File: src/rtl/mem_port_arbiter.sv
// Arbitrates one single-port synchronous RAM between instruction fetch and load/store.
// Load/store wins by default; a streak counter forces a fetch grant after STARVE_LIMIT losses.
//
// state       | meaning
// ST_NORMAL   | load/store has priority over fetch
// ST_FORCE_IF | fetch has waited STARVE_LIMIT ls grants; fetch has priority
module mem_port_arbiter #(
    parameter int ADDR_W       = 12,
    parameter int STARVE_LIMIT = 4
) (
    input  logic              clk_i,
    input  logic              rst_ni,
    input  logic              if_req_i,
    input  logic [ADDR_W-1:0] if_addr_i,
    output logic              if_gnt_o,
    output logic              if_rvalid_o,
    output logic [31:0]       if_rdata_o,
    input  logic              ls_req_i,
    input  logic              ls_we_i,
    input  logic [3:0]        ls_be_i,
    input  logic [ADDR_W-1:0] ls_addr_i,
    input  logic [31:0]       ls_wdata_i,
    output logic              ls_gnt_o,
    output logic              ls_rvalid_o,
    output logic [31:0]       ls_rdata_o,
    output logic              mem_en_o,
    output logic [3:0]        mem_we_o,
    output logic [ADDR_W-3:0] mem_addr_o,
    output logic [31:0]       mem_wdata_o,
    input  logic [31:0]       mem_rdata_i
);

    localparam int SW = $clog2(STARVE_LIMIT + 1);
    localparam logic [SW-1:0] LIMIT = SW'(STARVE_LIMIT);

    typedef enum logic {
        ST_NORMAL,
        ST_FORCE_IF
    } state_t;

    typedef enum logic [1:0] {
        OWN_NONE,
        OWN_IF,
        OWN_LS_LOAD,
        OWN_LS_STORE
    } owner_t;

    state_t        state_q, state_d;
    owner_t        owner_q, owner_d;
    logic [SW-1:0] streak_q, streak_d;
    logic          if_gnt, ls_gnt;
    logic          ls_store;

    // Byte-offset bits carry no meaning for a word-wide RAM.
    logic unused_addr_bits;
    assign unused_addr_bits = ^{if_addr_i[1:0], ls_addr_i[1:0]};

    always_ff @(posedge clk_i or negedge rst_ni) begin
        if (!rst_ni) begin
            state_q  <= ST_NORMAL;
            owner_q  <= OWN_NONE;
            streak_q <= '0;
        end else begin
            state_q  <= state_d;
            owner_q  <= owner_d;
            streak_q <= streak_d;
        end
    end

    always_comb begin
        state_d  = state_q;
        streak_d = streak_q;
        owner_d  = OWN_NONE;
        if_gnt   = 1'b0;
        ls_gnt   = 1'b0;

        // Grants are held off while reset is asserted so every output reads 0.
        if (rst_ni) begin
            case (state_q)
                ST_NORMAL: begin
                    if (ls_req_i)      ls_gnt = 1'b1;
                    else if (if_req_i) if_gnt = 1'b1;
                end
                ST_FORCE_IF: begin
                    if (if_req_i)      if_gnt = 1'b1;
                    else if (ls_req_i) ls_gnt = 1'b1;
                end
                default: begin
                    if_gnt = 1'b0;
                    ls_gnt = 1'b0;
                end
            endcase
        end

        if (if_gnt || !if_req_i) begin
            streak_d = '0;
        end else if (ls_gnt && (streak_q != LIMIT)) begin
            streak_d = streak_q + 1'b1;
        end

        case (state_q)
            ST_NORMAL:   if (streak_d == LIMIT)       state_d = ST_FORCE_IF;
            ST_FORCE_IF: if (if_gnt || !if_req_i)     state_d = ST_NORMAL;
            default:                                  state_d = ST_NORMAL;
        endcase

        if (if_gnt)      owner_d = OWN_IF;
        else if (ls_gnt) owner_d = ls_we_i ? OWN_LS_STORE : OWN_LS_LOAD;
    end

    assign ls_store    = ls_gnt && ls_we_i;

    assign if_gnt_o    = if_gnt;
    assign ls_gnt_o    = ls_gnt;
    assign mem_en_o    = if_gnt | ls_gnt;
    assign mem_we_o    = ls_store ? ls_be_i : 4'b0000;
    assign mem_wdata_o = ls_store ? ls_wdata_i : 32'h0;
    assign mem_addr_o  = if_gnt ? if_addr_i[ADDR_W-1:2] :
                         ls_gnt ? ls_addr_i[ADDR_W-1:2] : '0;

    assign if_rvalid_o = (owner_q == OWN_IF);
    assign ls_rvalid_o = (owner_q == OWN_LS_LOAD) || (owner_q == OWN_LS_STORE);
    assign if_rdata_o  = (owner_q == OWN_IF)      ? mem_rdata_i : 32'h0;
    assign ls_rdata_o  = (owner_q == OWN_LS_LOAD) ? mem_rdata_i : 32'h0;

endmodule

File: config.mk
export PLATFORM = sky130hd
export DESIGN_NAME = mem_port_arbiter
export DESIGN_NICKNAME = d
export VERILOG_FILES = /design/src/rtl/mem_port_arbiter.sv
export SDC_FILE = /design/constraint.sdc
export NUM_CORES = 1
export LEC_CHECK = 0
export BUFFER_PORTS_ARGS = -buffer_cell sky130_fd_sc_hd__buf_2
export CAP_MARGIN = 25
export CORE_AREA = 2 2 83 85
export DETAILED_ROUTE_END_ITERATION = 6
export DIE_AREA = 0 0 85 87
export GPL_ROUTABILITY_DRIVEN = 0
export GPL_TIMING_DRIVEN = 0
export SYNTH_ARGS = -nofsm -noshare
export SYNTH_HDL_FRONTEND = slang
export SYNTH_SLANG_ARGS = --single-unit
File: constraint.sdc
create_clock -name clk_i -period 1.5 [get_ports clk_i]
set_input_delay 0.15 -clock clk_i [delete_from_list [all_inputs] [get_ports clk_i]]
set_output_delay 0.15 -clock clk_i [all_outputs]
set_load 0.01 [all_outputs]
Word level (Yosys, flattened, before mapping)

Index checks and enable logic that the tools add are counted.

Register bits: 6
Latch bits: 0
Bits in writable memories: 0
Memory bits (read-only): 0
Output and inout port bits: 115
Memories kept: 0

$add $sub $neg: 1
Multipliers: 0
Div/mod/pow operators: 0
$lt $le $gt $ge: 0
Equality and inequality tests: 5
Shifts and indexed selects: 0
Muxes and demuxes: 22
Bitwise gates (word level): 2
Reduce and logical (&&, ||, !) cells: 5

Operator list:

| cell                  | count |
|---|---|
| $mux W32              | 3 |
| $mux W10              | 2 |
| $mux W1               | 9 |
| $mux W3               | 2 |
| $pmux W1 S2           | 3 |
| $eq A2 B2 Y1 const B  | 2 |
| $mux W2               | 2 |
| $mux W4               | 1 |
| $add A3 B1 Y3 const B | 1 |
| $eq A3 B3 Y1 const B  | 1 |
| $ne A3 B3 Y1 const B  | 1 |
| $eq A2 B1 Y1 const B  | 1 |
| $logic_and A1 B1 Y1   | 2 |
| $logic_or A1 B1 Y1    | 2 |
| $logic_not A1 Y1      | 1 |
| $not A1 Y1            | 1 |
| $or A1 B1 Y1          | 1 |

Depth between registers and ports, before layout

Word-level depth: 10
Depth in mapped cells: 6

Least setup slack after synthesis

OpenSTA, ideal clock, no wires.

Path kind: reg-to-output
Start: register state_q
End: output port mem_addr_o[1]
Data arrival time: 1.267 ns
Required time: 1.350 ns
Setup slack: 0.083 ns
Cell stages (with the launch flop): 6
Path buffers: 2
Path through: dfrtp_1 and2_2 nor2_1 buf_2 buf_2 a22o_1

Cells in the longest elaborated chain, start to end: 5

Ends and longest elaborated chain:

| element                | RTL line | RTL |
|---|---|---|
| start, declared        | 48       | `state_t state_q, state_d;` |
| start signal, assigned | 64       | `state_q <= state_d;` |
| $not A1 Y1             | n/a      |  |
| $pmux W1 S2 (*)        | 79       | `case (state_q)` |
| $mux W1 (*)            | 78       | `if (rst_ni) begin` |
| via ls_gnt_o           | 23       | `output logic ls_gnt_o,` |
| $mux W10 (*)           | 119      | `ls_gnt ? ls_addr_i[ADDR_W-1:2] : '0;` |
| $mux W10 (*)           | 118      | `assign mem_addr_o = if_gnt ? if_addr_i[ADDR_W-1:2] :` |
| end, declared          | 28       | `output logic [ADDR_W-3:0] mem_addr_o,` |

The timed path passes the listed nets; every way through them passes the cells marked *.

Final worst setup path

Start: register state_q
End: output port mem_addr_o[3]

Cells in the longest elaborated chain, start to end: 5

Ends and longest elaborated chain:

| element      | RTL line |
|---|---|
| $not A1 Y1   | n/a |
| $pmux W1 S2  | 79 |
| $mux W1      | 78 |
| $mux W10     | 119 |
| $mux W10 (*) | 118 |

Every way passes the cells marked *; elsewhere a longest branch is shown, timed or not.

==> metrics.yaml <==
violations: "negative setup slack"
cp_slowest_stage_delay_ns: 0.38
cts_max_level: 1
fill_cells: 658
rows: 30
grt_pass1_vias: 1798
drv_cap: 0
holdWs_ns: 0.212
clock_sinks: 6
grt_pass1_wl_mm: 8.29
end_kind: "primary output"
drc: 0
mostFrequentLayoutCells: "buf_2, and2_1, buf_6, and3_1, and3_4"
yosysWarnings: 0
fin_nets: 482
p_leak_nw: 1.73
place_hpwl_mm: 4.93
routed-via-count: 1986
cp.arrival_ns: 1.44
tns_ns: -1.79
yosysUniqueCellTypes: 28
crit_fanout: 5
slew-limit-headroom_pct: 74.8
path_cells: "nand2b_4 -> and3_4 -> buf_8 -> a22o_1 -> buf_2"
yosysSeqAreaShare_pct: 13.4
syn_avg_cell_area_um2: 6.94
cts_buffer_depth: 2
synthCells: 162
track_usage_pct: 13.9
hold_viol: 0
cts_buffers: 3
tightest_slew_ns: 0.378
rsz0062_at_grt: "yes"
critPathKind: "reg2out"
io_buffers: 207
synth_edf_count: 0
final_common_cell: "buf_2"
post-route-util_pct: 41.1
ir_worst_vdd_uv: 254
fmax_mhz: 628
dpl.cell_count: 449
multi_input_area_um2: 1010
finalCritPeriodShare_pct: 106
final_cell_count_no_fill: 461
grt_max_degree: 11
async_flop_share_pct: 100
critPathLaunchType: "flip-flop"
cp_slowest_cell: "dfrtp_1"
placed_area_um2: 2260
die_w_um: 85
die_h_um: 87
grt_overflow: 0
hold_path.class: "in2reg"
final_area_um2: 2700
p_total_uw: 989
core_um2: 6570
status: "complete, but fails checks"
wl_per_cell_um: 12.8
routed_via_density: 4.31
diodes: 0
synth_seq_cells: 6
cts_tree: "done"
ys.flop_type: "dfrtp_1"
seq_area_um2: 150
area_growth_pct: 140
clk_latency_ns: 0.22
fin_skew_ns: 0.00304
drive_gt1_share_pct: 66.7
period_minus_slack_ns: 1.59
syn-num-nets: 261
syn_area_um2: 1120
crit_family: "flip-flops"
ant_nets: 0
cts.clk_slew.worst_paths_ns: 0.04
pwr_density_cell_nw_per_um2: 366
drv_slew: 0
timing.final.ws_setup_ns: -0.0919
initial_utilization_pct: 17.1
die_area_um2: 7400
top_level_ports: 212
antenna_found_initial: 0
post-place-ws_ns: -0.236
first_pass_iters: 4
required_ns: 1.35
drt_wl_total_mm: 5.91
first_iter_violations: 22
cp.buffers_inverters: 2
setup_viol: 35
cts_root_buf: "clkbuf_8"
## repair_timing
action,in CTS,in global routing
endpoints found under the setup margin,110,108
hold buffers,1,0
cloned,2,0
endpoints found under the hold margin,6,0
resized for setup,48,41
buffers inserted,3,3
pin swaps,17,11
## layer usage
layer	global-route usage (%)	share of wire (%)	vias to the layer above
li1	-	-	985
met1	15.6	37	861
met2	26.8	52	133
met3	2.18	10	7
met4	3.90	1.1	0
met5	0	0	-
## worst register-to-register path: stages (launching register included)
cell and delay, ns:
dfrtp_1 0.38, nand2b_4 0.15, a21bo_1 0.21, or3_1 0.39, o32ai_1 0.25
## state kept, by name, indices dropped and copies added, names as in the netlist
| register | flops |
|---|---|
| owner_q | 2 |
| state_q | 1 |
| streak_q | 3 |
## synthesized netlist by cell type, drive strengths merged (2+ instances only)
cell type,instances,share of area [%]
a22o,10,7.8
clkbuf,13,4.3
dfrtp,6,13
and3,37,21
nor2,2,0.67
and2,66,37
buf,3,1.3
ha,2,2.2
nand2,3,1.0
inv,3,1.0
nor2b,2,1.1
## worst paths after layout
path,start,endpoint,slack (ns),depth (start not counted)
min reg2reg,streak_q[1],streak_q[1],0.67,3
max in group asynchronous,rst_ni,owner_q[0],0.84,2
max,state_q,mem_addr_o[3],-0.09,5
min,rst_ni,state_q,0.21,2
max reg2reg,state_q,state_q,0.01,4
min in group asynchronous,rst_ni,state_q,0.43,2
## area by class of cell
cell class / instances / area share [%]
Timing Repair Buffer: 216 / 45.6
Inverter: 3 / 0.417
Clock buffer: 3 / 1.53
Tap cell: 80 / 3.71
Sequential cell: 6 / 5.56
Buffer: 16 / 5.65
Multi-Input combinational cell: 137 / 37.5
## where the power goes
group	switching [mW]	internal [mW]	leakage [nW]
logic	0.259	0.314	1.62
clock network	0.0689	0.172	0.0216
registers	0.00587	0.168	0.0812
## logic make-up (layout without fill, tap and decap cells)
kind of cell | after synthesis | count (layout) | share of synthesized area [%]
AO/OA/AOI/OAI | 17 | 17 | 12.6
XOR/XNOR | 1 | 1 | 0.780
adder cells (fa/ha/maj) | 2 | 2 | 2.23
buffers and inverters | 19 | 238 | 6.68
flip-flops | 6 | 6 | 13.4
AND/OR/NAND/NOR | 117 | 117 | 64.4
Power figures use the tool's default switching activity.
